[config.mk]
export PLATFORM = sky130hd
export DESIGN_NAME = data_path
export DESIGN_NICKNAME = d
export VERILOG_FILES = /design/src/rtl/data_path_pkg.sv /design/src/rtl/datapath_ram.sv /design/src/rtl/data_path.sv
export SDC_FILE = /design/constraint.sdc
export NUM_CORES = 1
export LEC_CHECK = 0
export BUFFER_PORTS_ARGS = -buffer_cell sky130_fd_sc_hd__buf_2
export CORE_ASPECT_RATIO = 1.5
export CORE_MARGIN = 2
export CORE_UTILIZATION = 31
export CTS_BUF_LIST = sky130_fd_sc_hd__clkbuf_4 sky130_fd_sc_hd__clkbuf_8
export DETAILED_ROUTE_END_ITERATION = 8
export SLEW_MARGIN = 25
export SYNTH_ARGS = -nofsm -noshare
export SYNTH_HDL_FRONTEND = slang
export SYNTH_SLANG_ARGS = --single-unit
[constraint.sdc]
create_clock -name clk -period 8.5 [get_ports clk]
set_input_delay 0.85 -clock clk [delete_from_list [all_inputs] [get_ports clk]]
set_output_delay 0.85 -clock clk [all_outputs]
set_load 0.02 [all_outputs]
[src/rtl/data_path_pkg.sv]
// Shared widths and A-input select encodings for the accumulator datapath.
package data_path_pkg;

    localparam int DATA_W    = 8;
    localparam int ADDR_W    = 5;
    localparam int MEM_DEPTH = 32;
    localparam int OPC_W     = 3;

    typedef enum logic [1:0] {
        ASEL_ALU  = 2'b00,
        ASEL_IN   = 2'b01,
        ASEL_RAM  = 2'b10,
        ASEL_ZERO = 2'b11
    } asel_e;

endpackage

[src/rtl/datapath_ram.sv]
// 32x8 unified program/data RAM: combinational read, synchronous write.
// Define DATAPATH_RAM_CLEAR_EN to have clear zero every word asynchronously.
module datapath_ram
    import data_path_pkg::*;
(
    input  logic              clk,
    input  logic              clear,
    input  logic              we,
    input  logic [ADDR_W-1:0] addr,
    input  logic [DATA_W-1:0] wdata,
    output logic [DATA_W-1:0] rdata
);

    logic [DATA_W-1:0] mem [MEM_DEPTH];

    assign rdata = mem[addr];

`ifdef DATAPATH_RAM_CLEAR_EN
    always_ff @(posedge clk or posedge clear) begin
        if (clear) begin
            for (int i = 0; i < MEM_DEPTH; i++) begin
                mem[i] <= '0;
            end
        end else if (we) begin
            mem[addr] <= wdata;
        end
    end
`else
    // NOTE: the array is deliberately left out of reset so it maps onto plain
    // RAM; clear still has to gate the write enable.
    always_ff @(posedge clk) begin
        if (we && !clear) begin
            mem[addr] <= wdata;
        end
    end
`endif

endmodule

[src/rtl/data_path.sv]
// Accumulator datapath: PC, IR, A, 32x8 RAM and adder/subtractor, steered by
// an external control FSM. RAM clearing is selected with DATAPATH_RAM_CLEAR_EN.
module data_path
    import data_path_pkg::*;
(
    input  logic              clk,
    input  logic              clear,
    input  logic              IRload,
    input  logic              JMPmux,
    input  logic              PCload,
    input  logic              Meminst,
    input  logic              MemWr,
    input  logic [1:0]        Asel,
    input  logic              Aload,
    input  logic              Sub,
    input  logic [DATA_W-1:0] in,
    output logic [DATA_W-1:0] out,
    output logic [OPC_W-1:0]  IR75,
    output logic              Aeq0,
    output logic              Apos,
    output logic [ADDR_W-1:0] MeminstOut,
    output logic [DATA_W-1:0] regAOut,
    output logic [DATA_W-1:0] RAMout,
    output logic [ADDR_W-1:0] IR40
);

    logic [ADDR_W-1:0] pc;
    logic [DATA_W-1:0] ir;
    logic [DATA_W-1:0] acc;
    logic [DATA_W-1:0] alu;
    logic [DATA_W-1:0] acc_next;
    logic [ADDR_W-1:0] pc_next;

    assign MeminstOut = Meminst ? ir[ADDR_W-1:0] : pc;

    datapath_ram u_ram (
        .clk   (clk),
        .clear (clear),
        .we    (MemWr),
        .addr  (MeminstOut),
        .wdata (acc),
        .rdata (RAMout)
    );

    // Carry and borrow fall off the top: the accumulator wraps modulo 256.
    assign alu     = Sub ? (acc - RAMout) : (acc + RAMout);
    assign pc_next = JMPmux ? ir[ADDR_W-1:0] : pc + ADDR_W'(1);

    // NOTE: every path assigns acc_next, so this mux stays purely combinational.
    always_comb begin
        acc_next = '0;
        unique case (asel_e'(Asel))
            ASEL_ALU:  acc_next = alu;
            ASEL_IN:   acc_next = in;
            ASEL_RAM:  acc_next = RAMout;
            ASEL_ZERO: acc_next = '0;
            default:   acc_next = '0;
        endcase
    end

    // NOTE: non-blocking updates let IR, PC and A all see the pre-edge values,
    // which is what makes fetch and store-while-load behave.
    always_ff @(posedge clk or posedge clear) begin
        if (clear) begin
            pc  <= '0;
            ir  <= '0;
            acc <= '0;
        end else begin
            if (IRload) ir  <= RAMout;
            if (PCload) pc  <= pc_next;
            if (Aload)  acc <= acc_next;
        end
    end

    assign out     = acc;
    assign regAOut = acc;
    assign IR75    = ir[DATA_W-1:DATA_W-OPC_W];
    assign IR40    = ir[ADDR_W-1:0];
    assign Aeq0    = (acc == '0);
    assign Apos    = ~acc[DATA_W-1];

endmodule

==> impl_metrics.tcl <==
set metrics [dict create \
    clk_pin_slew_worst_paths_ns 0.07 \
    rsz0062_at_grt "false" \
    rows 88 \
    synth_warnings 0 \
    wl_met3_mm 1.80 \
    grt_antenna_before_repair 0 \
    routed-wl-met2_mm 17.0 \
    die-area_um2 40200 \
    mostFrequentLayoutCells "256 x edfxtp_1, 68 x nor2_1, 57 x buf_2" \
    ys_types 78 \
    netlist_instances 796 \
    crit_family "buffers and inverters" \
    crit_path_start_kind "primary input" \
    worst_pin_slew_ns 0.987 \
    fin_crit_sh_pct 68.9 \
    vias 7390 \
    drtPass1Iterations 5 \
    highest_layer "met4" \
    hold_buffers 0 \
    clock_path_buffers 3 \
    core_area_um2 38200 \
    grt_max_degree 62 \
    track_usage_pct 16.1 \
    grt-ovfl-total 0 \
    finalClockSkew_ns 0.0234 \
    grt_pass1_vias 7238 \
    setup_ws_ns 2.64 \
    place_ws_ns 2.03 \
    cts_setup_buffers 0 \
    drive_gt1_share_pct 21.9 \
    drc 0 \
    placed_area_um2 12700 \
    drt-wirelength-per-cell_um 23.4 \
    final_common_cell "edfxtp_1" \
    gp_congestion 0.869 \
    cp.required_ns 8.97 \
    worst_ir_drop_vdd_mv 0.423 \
    min_period_ns 5.86 \
    cts_tree "done" \
    root_buffer "clkbuf_8" \
    synth_area_um2 11900 \
    hpwl_mm 21.5 \
    wl_met1_mm 12.3 \
    ios 58 \
    synth.avg_cell_area_um2 15.0 \
    insertion_delay_ns 0.57 \
    power_density_nw_per_um2 386 \
    stdcell_area_um2 13600 \
    critPathSlowestCell "inv_4" \
    finalHoldViolCount 0 \
    final_antenna_net_count 0 \
    drv_slew 0 \
    routed_wirelength_mm 32.5 \
    critPathMaxFanout 61 \
    vias_per_cell 5.32 \
    crit_chain "buf_2, mux2i_4, inv_4, buf_4, mux4_2, a22oi_1, nand3_1, nor4_4, ha_1, nor2_1, a21oi_1, inv_1, ha_1, nor2b_1, o21ai_0, a21oi_1, a211oi_1, or3_1, xnor3_1, nand4_1, nor4bb_1" \
    slew_headroom_pct 34.2 \
    leakage_nw 4.56 \
    end_kind "flop" \
    setup.worst_path.class "primary input to flop" \
    ys_seq_area_share_pct 68.7 \
    async_reset_ff_share_pct 7.58 \
    synthFlopType "edfxtp_1" \
    first_iter_violations 868 \
    status "finished clean" \
    cts_buffers 42 \
    diodes 0 \
    power_mw 5.25 \
    portBuffers 57 \
    nets 890 \
    grt_pass1_wl_mm 47.5 \
    start_util_pct 31.3 \
    syn2layout_area_growth_pct 13.7 \
    cap_violations 0 \
    syn-num-nets 825 \
    fmax_ghz 0.171 \
    yosys_register_bits 277 \
    dieHeight_um 244 \
    finalSetupViolations 0 \
    clock_sinks 277 \
    crit_arrival_ns 6.32 \
    hold_class "primary input to asynchronous set/reset pin" \
    max_stage_delay_ns 0.69 \
    cts_resized 0 \
    synth-edff-count 256 \
    die_w_um 164 \
    htreeDepth 2 \
    finalSetupTns_ns 0 \
    cp_num_buf_inv 4 \
]
==> layer usage <==
metal	vias up	global-route usage [%]
met5	-	0
met4	0	7.30
met3	64	2.56
met2	268	28.5
met1	3795	18.9
li1	3263	-
==> where the power goes <==
group | internal (mW) | switching, mW | total (mW)
registers | 1.75 | 0.111 | 1.86
clock network | 0.648 | 0.522 | 1.17
logic | 0.771 | 1.45 | 2.22
total | 3.17 | 2.08 | 5.25
==> final timing paths <==
kind                            startpoint     end  slack [ns]  depth (start not counted)
worst max-delay path               Meminst  out[7]        2.64                         21
worst min-delay path                 clear   ir[7]        0.48                          2
worst max register to register       pc[0]  out[7]        2.85                         20
worst min register to register       ir[5]   ir[5]        0.51                          1
max in group asynchronous            clear  out[2]        7.46                          2
min in group clk                     ir[5]   ir[5]        0.51                          1
==> cells in the mapped netlist, drive strengths merged (7+ instances only) <==
| library cell | n | area [um2] |
|---|---|---|
| edfxtp | 256 | 7690 |
| ha | 9 | 113 |
| o21ai | 28 | 140 |
| inv | 19 | 73.8 |
| mux2i | 33 | 347 |
| nor3 | 17 | 90.1 |
| nand4 | 12 | 75.1 |
| nor2 | 68 | 255 |
| a41oi | 8 | 70.1 |
| nor2b | 7 | 43.8 |
| clkbuf | 24 | 90.1 |
| nand2 | 44 | 165 |
| a21oi | 27 | 135 |
| mux2 | 7 | 78.8 |
| buf | 28 | 196 |
| xnor2 | 8 | 70.1 |
| dfrtp | 21 | 526 |
| a22oi | 10 | 75.1 |
| a22o | 8 | 70.1 |
| mux4 | 27 | 608 |
| nand3 | 40 | 200 |
==> registers in the layout, summed over array words and instances, names as in the netlist <==
name and flops:
u_ram.mem 256, ir 8, out 8, pc 5
==> through the flow <==
step | hold WS, ns | util (%) | std cells
after floorplan | 0.574 | - | 796
after global placement | 0.491 | 33.2 | 1312
after detailed placement | 0.501 | 33.2 | 1312
after CTS | 0.485 | 35.6 | 1390
after global routing | 0.537 | 35.6 | 1390
final | 0.478 | 35.6 | 1390
==> logic make-up (layout without fill, tap and decap cells) <==
group	Yosys count	in the layout	share of synthesized area (%)
flops	277	277	68.7
simple gates	234	234	10.2
compound gates	126	126	7.36
buf+inv	71	170	3.02
mux	67	67	8.65
xor+xnor	11	11	0.922
fa+ha+maj	10	10	1.11
==> area by class of cell <==
class,count,area [um2]
timing repair buffer,73,405
tap,495,619
inverter,19,73.8
clock inverter,26,224
fill,3606,24600
sequential,277,8210
clock buffer,52,672
multi-input combinational,448,3380
No activity file was read; power rests on OpenSTA's default activity.
